[config.mk]
export PLATFORM = sky130hd
export DESIGN_NAME = aiv_sync_decoder
export DESIGN_NICKNAME = d
export VERILOG_FILES = /design/src/rtl/aiv_sync_decoder.sv
export SDC_FILE = /design/constraint.sdc
export NUM_CORES = 1
export LEC_CHECK = 0
export CAP_MARGIN = 20
export CORE_MARGIN = 10
export CORE_UTILIZATION = 40
export CTS_CLUSTER_SIZE = 8
export DETAILED_ROUTE_END_ITERATION = 10
export PLACE_DENSITY = 0.68
export SYNTH_ARGS = -nofsm -noshare
export SYNTH_HDL_FRONTEND = slang
export SYNTH_SLANG_ARGS = --single-unit
export TNS_END_PERCENT = 5
[constraint.sdc]
create_clock -name sysClk -period 5.3 [get_ports sysClk]
set_input_delay 0.795 -clock sysClk [delete_from_list [all_inputs] [get_ports sysClk]]
set_output_delay 0.795 -clock sysClk [all_outputs]
set_load 0.02 [all_outputs]
[src/rtl/aiv_sync_decoder.sv]
// AIV composite sync decoder: line/field strobes, X/Y counters and lock state from csync.
// Strobes trail the csync pin edge by 2 sync + GLITCH_CYCLES filter + 1 classify cycles; no backpressure.
module aiv_sync_decoder #(
  parameter int GLITCH_CYCLES = 4,
  parameter int SHORT_MAX     = 280,
  parameter int HSYNC_MAX     = 810,
  parameter int LINE_CYCLES   = 5184,
  parameter int BROAD_COUNT   = 5,
  parameter int LOCK_FIELDS   = 2
) (
  input  logic       sysClk,
  input  logic       nReset,
  input  logic [2:0] sysClkPhase,
  input  logic       csync,
  output logic       hsyncStrobe,
  output logic       vsyncStrobe,
  output logic       field,
  output logic [9:0] lineY,
  output logic [9:0] pixelX,
  output logic       locked
);

  localparam int GW = $clog2(GLITCH_CYCLES + 1);
  localparam int TO_CYCLES = 2 * LINE_CYCLES;
  localparam int TW = $clog2(TO_CYCLES + 1);
  localparam int BW = $clog2(BROAD_COUNT + 1);
  localparam int VW = $clog2(LOCK_FIELDS + 1);

  localparam logic [11:0] SHORT_W = 12'(SHORT_MAX);
  localparam logic [11:0] HSYNC_W = 12'(HSYNC_MAX);
  localparam logic [12:0] QTR_LO  = 13'(LINE_CYCLES / 4);
  localparam logic [12:0] QTR_HI  = 13'(3 * LINE_CYCLES / 4);

  typedef enum logic {P_HIGH, P_LOW} pulse_state_t;
  typedef enum logic {V_ACTIVE, V_BROAD} vert_state_t;

  logic          sync_a;
  logic          sync_b;
  logic          filt;
  logic          filt_d;
  logic [GW-1:0] glitch_cnt;
  logic          fall_evt;
  logic          rise_evt;

  pulse_state_t  pulse_q;
  pulse_state_t  pulse_nxt;
  vert_state_t   vert_q;
  vert_state_t   vert_nxt;

  logic [11:0]   width_cnt;
  logic [12:0]   line_cnt;
  logic [12:0]   fall_period;
  logic [TW-1:0] idle_cnt;
  logic [BW-1:0] broad_cnt;
  logic [VW-1:0] valid_cnt;
  logic          field_pend;

  logic          is_line;
  logic          is_broad;
  logic          first_broad;
  logic          field_done;
  logic          field_abort;
  logic          timeout_hit;
  logic          field_ok;

  // Idle level of csync is high, so the conditioning chain resets high to avoid a phantom edge.
  always_ff @(posedge sysClk) begin
    if (!nReset) begin
      sync_a     <= 1'b1;
      sync_b     <= 1'b1;
      filt       <= 1'b1;
      filt_d     <= 1'b1;
      glitch_cnt <= '0;
    end else begin
      sync_a <= csync;
      sync_b <= sync_a;
      filt_d <= filt;
      if (sync_b != filt) begin
        if (glitch_cnt == GW'(GLITCH_CYCLES - 1)) begin
          filt       <= sync_b;
          glitch_cnt <= '0;
        end else begin
          glitch_cnt <= glitch_cnt + 1'b1;
        end
      end else begin
        glitch_cnt <= '0;
      end
    end
  end

  assign fall_evt    = filt_d & ~filt;
  assign rise_evt    = ~filt_d & filt;
  assign timeout_hit = ~(fall_evt | rise_evt) && (idle_cnt == TW'(TO_CYCLES - 1));
  assign field_ok    = (lineY >= 10'd310) && (lineY <= 10'd314);

  always_ff @(posedge sysClk) begin
    if (!nReset) begin
      pulse_q <= P_HIGH;
      vert_q  <= V_ACTIVE;
    end else begin
      pulse_q <= pulse_nxt;
      vert_q  <= vert_nxt;
    end
  end

  always_comb begin
    pulse_nxt   = pulse_q;
    vert_nxt    = vert_q;
    is_line     = 1'b0;
    is_broad    = 1'b0;
    first_broad = 1'b0;
    field_done  = 1'b0;
    field_abort = 1'b0;

    case (pulse_q)
      P_HIGH: if (fall_evt) pulse_nxt = P_LOW;
      P_LOW: begin
        if (rise_evt) begin
          pulse_nxt = P_HIGH;
          is_line   = (width_cnt >= SHORT_W) && (width_cnt < HSYNC_W);
          is_broad  = (width_cnt >= HSYNC_W);
        end
      end
      default: pulse_nxt = P_HIGH;
    endcase

    case (vert_q)
      V_ACTIVE: begin
        if (is_broad) begin
          first_broad = 1'b1;
          vert_nxt    = V_BROAD;
        end
      end
      V_BROAD: begin
        if (is_broad && (broad_cnt == BW'(BROAD_COUNT - 1))) begin
          field_done = 1'b1;
          vert_nxt   = V_ACTIVE;
        end else if (is_line) begin
          field_abort = 1'b1;
          vert_nxt    = V_ACTIVE;
        end
      end
      default: vert_nxt = V_ACTIVE;
    endcase

    if (timeout_hit) begin
      pulse_nxt = P_HIGH;
      vert_nxt  = V_ACTIVE;
    end
  end

  // fall_period keeps the fall-to-fall spacing so the field can be judged at the broad pulse's rise.
  always_ff @(posedge sysClk) begin
    if (!nReset) begin
      width_cnt   <= '0;
      line_cnt    <= '0;
      fall_period <= '0;
      idle_cnt    <= '0;
    end else begin
      if (fall_evt) begin
        width_cnt   <= '0;
        line_cnt    <= '0;
        fall_period <= line_cnt;
      end else begin
        if ((pulse_q == P_LOW) && (width_cnt != 12'hFFF)) width_cnt <= width_cnt + 1'b1;
        if (line_cnt != 13'h1FFF) line_cnt <= line_cnt + 1'b1;
      end
      if (fall_evt || rise_evt) idle_cnt <= '0;
      else if (idle_cnt != TW'(TO_CYCLES)) idle_cnt <= idle_cnt + 1'b1;
    end
  end

  always_ff @(posedge sysClk) begin
    if (!nReset) begin
      broad_cnt  <= '0;
      field_pend <= 1'b0;
    end else begin
      if (field_done || field_abort || timeout_hit) broad_cnt <= '0;
      else if (first_broad) broad_cnt <= BW'(1);
      else if ((vert_q == V_BROAD) && is_broad) broad_cnt <= broad_cnt + 1'b1;
      if (first_broad) field_pend <= ~((fall_period < QTR_LO) || (fall_period > QTR_HI));
    end
  end

  // Counter updates land on the same edge that raises the matching strobe.
  always_ff @(posedge sysClk) begin
    if (!nReset) begin
      hsyncStrobe <= 1'b0;
      vsyncStrobe <= 1'b0;
      field       <= 1'b0;
      lineY       <= '0;
      pixelX      <= '0;
    end else begin
      hsyncStrobe <= is_line;
      vsyncStrobe <= field_done;
      if (field_done) field <= field_pend;
      if (field_done) lineY <= '0;
      else if (is_line && (lineY != 10'd1023)) lineY <= lineY + 1'b1;
      if (is_line) pixelX <= '0;
      else if ((sysClkPhase == 3'd0) && (pixelX != 10'd1023)) pixelX <= pixelX + 1'b1;
    end
  end

  always_ff @(posedge sysClk) begin
    if (!nReset) begin
      valid_cnt <= '0;
      locked    <= 1'b0;
    end else if (timeout_hit) begin
      valid_cnt <= '0;
      locked    <= 1'b0;
    end else if (field_done) begin
      if (field_ok) begin
        if (valid_cnt != VW'(LOCK_FIELDS)) valid_cnt <= valid_cnt + 1'b1;
        locked <= (valid_cnt >= VW'(LOCK_FIELDS - 1));
      end else begin
        valid_cnt <= '0;
        locked    <= 1'b0;
      end
    end else if (field_abort) begin
      locked <= 1'b0;
    end
  end

endmodule

==> summary.md, run 1 <==
| Metric | Value |
|---|---|
| Status | finished clean |
| CTS buffer count | 9 |
| H-tree depth | 3 |
| Post-DRT Antenna Nets | 0 |
| Detailed Route WL | 8.294 mm |
| Hold Crit Class | reg -> reg |
| Static Leak | 1.748 nW |
| Cells on worst reg2reg path | 4 |
| Final setup fails | 0 |
| Reg power frac | 0.540 |
| DRT iter0 DRCs | 147 |
| Max frequency | 435.0 MHz |
| EDFF count, synth | 0 |
| Port bufs | 29 |
| Worst reg2reg setup slack | 3050 ps |
| Syn Area/Cell | 9.037 sq um |
| Slew of the pin with the lowest slew margin | 900.5 ps |
| Core Util, Final | 0.4695 |
| Final critical-path share of the clock period | 0.4337 |
| Setup Crit Path Kind | reg -> out |
| Die extent in y | 122.7 um |
| Synthesized area | 4220 sq um |
| TritonCTS clock tree | built |
| Final critical-path setup slack | 3001 ps |
| Setup Skew | 4.814 ps |
| Combinational share of power | 0.025 |
| CP Cell Sequence | clkdlybuf4s50_1 |
| Clock tree buffer depth | 2 |
| Drt pass-1 iters | 4 |
| Cell family with most CP delay | buffers and inverters |
| Hold path depth | 1 |
| Most frequent cell after synthesis | dfxtp_1 |
| Max-cap violation count | 0 |
| Layout Area Growth over Synthesis | 14.85% |
| WL/cell | 13.12 um |
| Yosys top cell area share | 0.4317 |
| Post-synth cell types | 54 |
| Internal power | 1.026 mW |
| Worst-path clk slew | 80 ps |
| Asr flop ratio synth | 0 |
| Total global routing track utilization | 0.1149 |
| Yosys warnings | 0 |
| Slew HR | 0.3996 |
| Critical hold path startpoint | sync_a |
| Max FO, Critical Path | 7 |
| Share of layout cells above drive strength 1 | 0.05242 |
| Peak supply drop | 0.1389 mV |
| Largest stage delay on the critical path | 660 ps |
| Crit path capture type | output port |
| Remaining DRCs | 0 |
| Crit-path slowest cell | clkdlybuf4s50_1 |
| Top Ports | 30 |
| PD cells | 265.9 nW/um^2 |
| Clock network power share | 0.434 |
| Final hold violations | 0 |
| TNS Setup | 0 ps |
| CTS root buffer | clkbuf_8 |
| Critical path required time | 4510 ps |
| Startpoint type of the worst setup path | flop |
| Post-synth top cells | 91 x dfxtp_1, 73 x nor2_1, 29 x xor2_1, 27 x nand2_1, 27 x nand3_1 |
| Post-synth top area cell | dfxtp_1 |
| Via count | 3327 |
| Pins Over Slew Limit | 0 |
| Hold Worst Slack | 416.2 ps |
| Net load switching power | 0.2631 mW |
| Cts hold-fix bufs | 0 |
| DP Worst Slack | 2596 ps |
| Post-CTS setup buffer count | 0 |
| Core box area | 10320 sq um |
| Row Count | 37 |
| Grt total ovfl | 0 |
| Net switching fraction of the power | 0.2041 |
| Seq/Total Area, Yosys | 0.4317 |
| Crit path DAT | 1500 ps |
| Vias in the first global route | 3164 |
| Via-to-Cell Ratio | 5.264 |
| Starting Density | 0.4088 |
| Final min period | 2299 ps |
| DIE WIDTH | 122.7 um |
| Syn nets | 489 |
| Largest net degree at the start of global routing | 26 |
| Reg2reg end | line_cnt[8] |
| Mapped Cells | 467 |
| Unrepaired setup endpoints after global routing | no |
| Antenna Cells | 0 |
| WHS Endpoint | sync_b |
| Main synth FF type | dfxtp_1 |
| Post-detail-place hpwl | 6.171 mm |
| Clock sink count | 91 |
| First-pass GRT wire length | 14.43 mm |
| Synth Register Bits | 91 |
| Antenna violations before repair | 0 |
| Die area | 15060 sq um |
| Post-CTS sizing | 0 |
| Largest cells by area after synthesis | dfxtp_1 43%, nor2_1 6.5%, xor2_1 6.0% |
| CP bufs+invs | 1 |
| Reg-to-Reg Start | filt |
| Worst-Skew Late Latency | 360 ps |
| # nets final | 514 |
| Routability cong. | 0.8053 |
[layout make-up]
class	count	area, sq um
Clock buffer	11	141.4
Clock inverter	4	98.84
Fill cell	992	5477
Inverter	18	67.56
Multi-Input combinational cell	343	2257
Sequential cell	91	1822
Tap cell	136	170.2
Timing Repair Buffer	29	290.3
[stage by stage]
| stage | std cells | cell area [sq um] | total power [mW] |
|---|---|---|---|
| after floorplan | 467 | 4220 | 0.7340 |
| after global placement | 617 | 4607 | 0.7437 |
| final | 632 | 4847 | 1.289 |
| after global routing | 632 | 4847 | 1.335 |
| after detailed placement | 617 | 4607 | 0.7454 |
| after CTS | 632 | 4847 | 1.302 |
[registers in the layout, summed over array words and instances, names as in the netlist, 2 cells and up]
name and cells:
broad_cnt 3, fall_period 13, glitch_cnt 3, idle_cnt 14, lineY 10, line_cnt 13
pixelX 10, valid_cnt 2, width_cnt 12
[kinds of logic after synthesis]
group           count (synthesis)  synth area share
simple gates                  203            0.2464
flops                          91            0.4317
buf+inv                        33           0.03350
compound gates                 67            0.1177
mux                            17           0.04032
xor+xnor                       40           0.08301
fa+ha+maj                      16           0.04744
[worst max path at each step]
stage	from	endpoint	cells after the start
finish	lineY[6]	lineY[6]	1
global route	nReset	field_pend	4
CTS	lineY[6]	lineY[6]	1
detailed placement	nReset	field_pend	4
global placement	nReset	field_pend	4
floorplan	lineY[0]	lineY[5]	6
[placed cells by master (no fill, tap or decap), drive strengths merged, types with 8 or more instances in the layout]
master / netlist / layout
a21oi: 16 / 16
and3: 18 / 18
and4: 8 / 8
clkbuf: 11 / 11
clkdlybuf4s50: 0 / 29
dfxtp: 91 / 91
ha: 16 / 16
inv: 18 / 18
mux2i: 17 / 17
nand2: 27 / 27
nand3: 28 / 28
nand4: 9 / 9
nor2: 73 / 73
o21ai: 10 / 10
xnor2: 11 / 11
xor2: 29 / 29
[routing by layer]
layer  global-route usage  wire [um]  vias to the layer above
met4              0.05523        140                        0
met1               0.1409       3888                     1556
met3              0.02571        395                       10
met2               0.1867       3871                       57
li1                     -          -                     1704
met5                    0          0                        -
[power groups by stage]
stage | Sequential [mW] | Combinational [mW] | Clock (mW)
floorplan | 0.711 | 0.0234 | 0
global placement | 0.712 | 0.0316 | 0
detailed placement | 0.712 | 0.0332 | 0
CTS | 0.696 | 0.0331 | 0.573
global route | 0.698 | 0.0381 | 0.599
finish | 0.696 | 0.0326 | 0.560
Power figures use the tool's default switching activity.
==> run 2: changes to the inputs <==
==> constraint.sdc (replaced) <==
create_clock -name sysClk -period 2.2 [get_ports sysClk]
set_input_delay 0.33 -clock sysClk [delete_from_list [all_inputs] [get_ports sysClk]]
set_output_delay 0.33 -clock sysClk [all_outputs]
set_load 0.02 [all_outputs]
==> summary.md, run 2 (synthesis results as in run 1) <==
| Metric | Value |
|---|---|
| Status | finished clean |
| Top Registers | idle_cnt: 14 flops, fall_period: 13 flops, line_cnt: 13 flops |
| Cells on worst reg2reg path | 6 (+2) |
| Max-cap violation count | 0 (unchanged) |
| TritonCTS clock tree | built |
| WL/cell | 13.04 um (-0.66%) |
| Setup Crit Path Kind | reg -> reg |
| Max FFs per register | 14 (unchanged) |
| Core box area | 10320 sq um (unchanged) |
| Critical path required time | 2490 ps (-2020 ps) |
| Detailed Route WL | 8.396 mm (+1.2%) |
| Worst-Skew Late Latency | 360 ps (about the same) |
| Top Ports | 30 (unchanged) |
| DP Worst Slack | 240.0 ps (-2356 ps) |
| Drt pass-1 iters | 4 (unchanged) |
| Worst reg2reg setup slack | 210 ps (-2840 ps) |
| Antenna Cells | 0 (unchanged) |
| Post-CTS setup buffer count | 0 (unchanged) |
| Crit path capture type | flop |
| Starting Density | 0.4088 (unchanged) |
| Layout Area Growth over Synthesis | 16.16% |
| Max FO, Critical Path | 10 (+3) |
| Final min period | 1989 ps |
| CTS buffer count | 9 (unchanged) |
| Post-DRT Antenna Nets | 0 (unchanged) |
| Vias in the first global route | 3211 (+1.5%) |
| Via-to-Cell Ratio | 5.151 (-2.2%) |
| Startpoint type of the worst setup path | flop |
| Final critical-path share of the clock period | 0.9043 |
| Static Leak | 1.793 nW (+2.6%) |
| Final setup fails | 0 (unchanged) |
| Remaining DRCs | 0 (unchanged) |
| Pins Over Slew Limit | 0 (unchanged) |
| Final hold violations | 0 (unchanged) |
| First-pass GRT wire length | 14.72 mm (+2.0%) |
| Via count | 3317 (-0.30%) |
| Largest net degree at the start of global routing | 26 (unchanged) |
| Most flops, register | idle_cnt |
| Reg-to-Reg Start | lineY[0] |
| Most common library cell in the layout ignoring fill and taps | dfxtp_1 |
| Setup Skew | 5.353 ps (+0.5394 ps) |
| Routability cong. | 0.8360 (+3.8%) |
| Hold Crit Class | reg -> reg |
| Cts hold-fix bufs | 0 (unchanged) |
| Commonest cells after routing, fill and taps aside | 91 x dfxtp_1, 73 x nor2_1, 29 x xor2_1, 29 x clkdlybuf4s50_1 |
| DIE WIDTH | 122.7 um (unchanged) |
| Slew HR | 0.6690 (+0.2694) |
| Crit path DAT | 2280 ps (+780 ps) |
| Antenna violations before repair | 0 (unchanged) |
| CTS root buffer | clkbuf_8 |
| Post-DP Area | 4690 sq um (+1.8%) |
| Final critical-path setup slack | 210.6 ps (-2791 ps) |
| Port bufs | 29 (unchanged) |
| Worst Setup SP | lineY[0] |
| Critical path capture point | lineY[7] |
| Max frequency | 502.7 MHz |
| Fin area | 4902 sq um (+1.1%) |
| Core Util, Final | 0.4749 (+0.005333) |
| Total global routing track utilization | 0.1181 (+0.003190) |
| DRT iter0 DRCs | 154 (+4.8%) |
| Die area | 15060 sq um (unchanged) |
| Pwr Total | 2.951 mW (+130%) |
| Grt total ovfl | 0 (unchanged) |
| Worst-path clk slew | 80 ps (about the same) |
| Share of layout cells above drive strength 1 | 0.07677 (+0.02435) |
| # nets final | 525 (+2.1%) |
| Unrepaired setup endpoints after global routing | no |
| H-tree depth | 3 (unchanged) |
| Die extent in y | 122.7 um (unchanged) |
| Clock tree buffer depth | 2 (unchanged) |
| Clock sink count | 91 (unchanged) |
| Post-detail-place hpwl | 6.099 mm (-1.2%) |
| Row Count | 37 (unchanged) |
| Post-CTS sizing | 0 (unchanged) |
| TNS Setup | 0 ps (unchanged) |
| Peak supply drop | 0.2694 mV (+94%) |
| Slew of the pin with the lowest slew margin | 493.2 ps (-407.4 ps) |
| Reg2reg end | lineY[7] |
| PD cells | 601.9 nW/um^2 (+130%) |
run 2: changes by cell type in the layout (fill, tap and decap cells not counted), sizes merged:
cell	delta
buf	+11
bufinv	-2
clkbuf	+1
clkinv	+1
clkinvlp	+1
run 2: worst min-delay path by stage:
stage,cells after the start,end,slack (ps),start
global placement,1,sync_b,390,sync_a
detailed placement,1,sync_b,400,sync_a
finish,1,sync_b,410,sync_a
global route,1,sync_b,430,sync_a
CTS,1,sync_b,420,sync_a
floorplan,1,sync_b,390,sync_a
run 2: cell type report:
type / instances / area, sq um
fillers: 982 / 5421
multi-input cells: 343 / 2257
flip-flops and latches: 91 / 1822
repair buffers: 40 / 372.9
well taps: 136 / 170.2
clock buffers: 12 / 165.2
inverters: 18 / 67.56
clock inverters: 4 / 47.55
run 2: stage by stage:
stage | instances | hold WS [ps]
2_1_floorplan | 467 | 386.3
3_3_place_gp | 628 | 391.7
3_5_place_dp | 628 | 395.5
4_1_cts | 644 | 416.9
5_1_grt | 644 | 434.8
6_report | 644 | 410.8
run 2: per-layer routing:
metal / share of wire / global-route usage
met1: 0.48 / 0.1418
met2: 0.46 / 0.1948
met3: 0.044 / 0.02525
met4: 0.019 / 0.06038
met5: 0 / 0
run 2: report_power, final:
| group | internal (mW) | switching (mW) |
|---|---|---|
| combinational | 0.0385 | 0.0512 |
| clock | 0.614 | 0.570 |
| sequential | 1.66 | 0.0174 |
run 2: worst max-delay path, stage by stage (launching register included):
cell and delay (ps):
dfxtp_1 370, ha_1 230, and2_1 160, a311oi_2 310, nand3_2 200, or4_1 500
a21oi_1 150
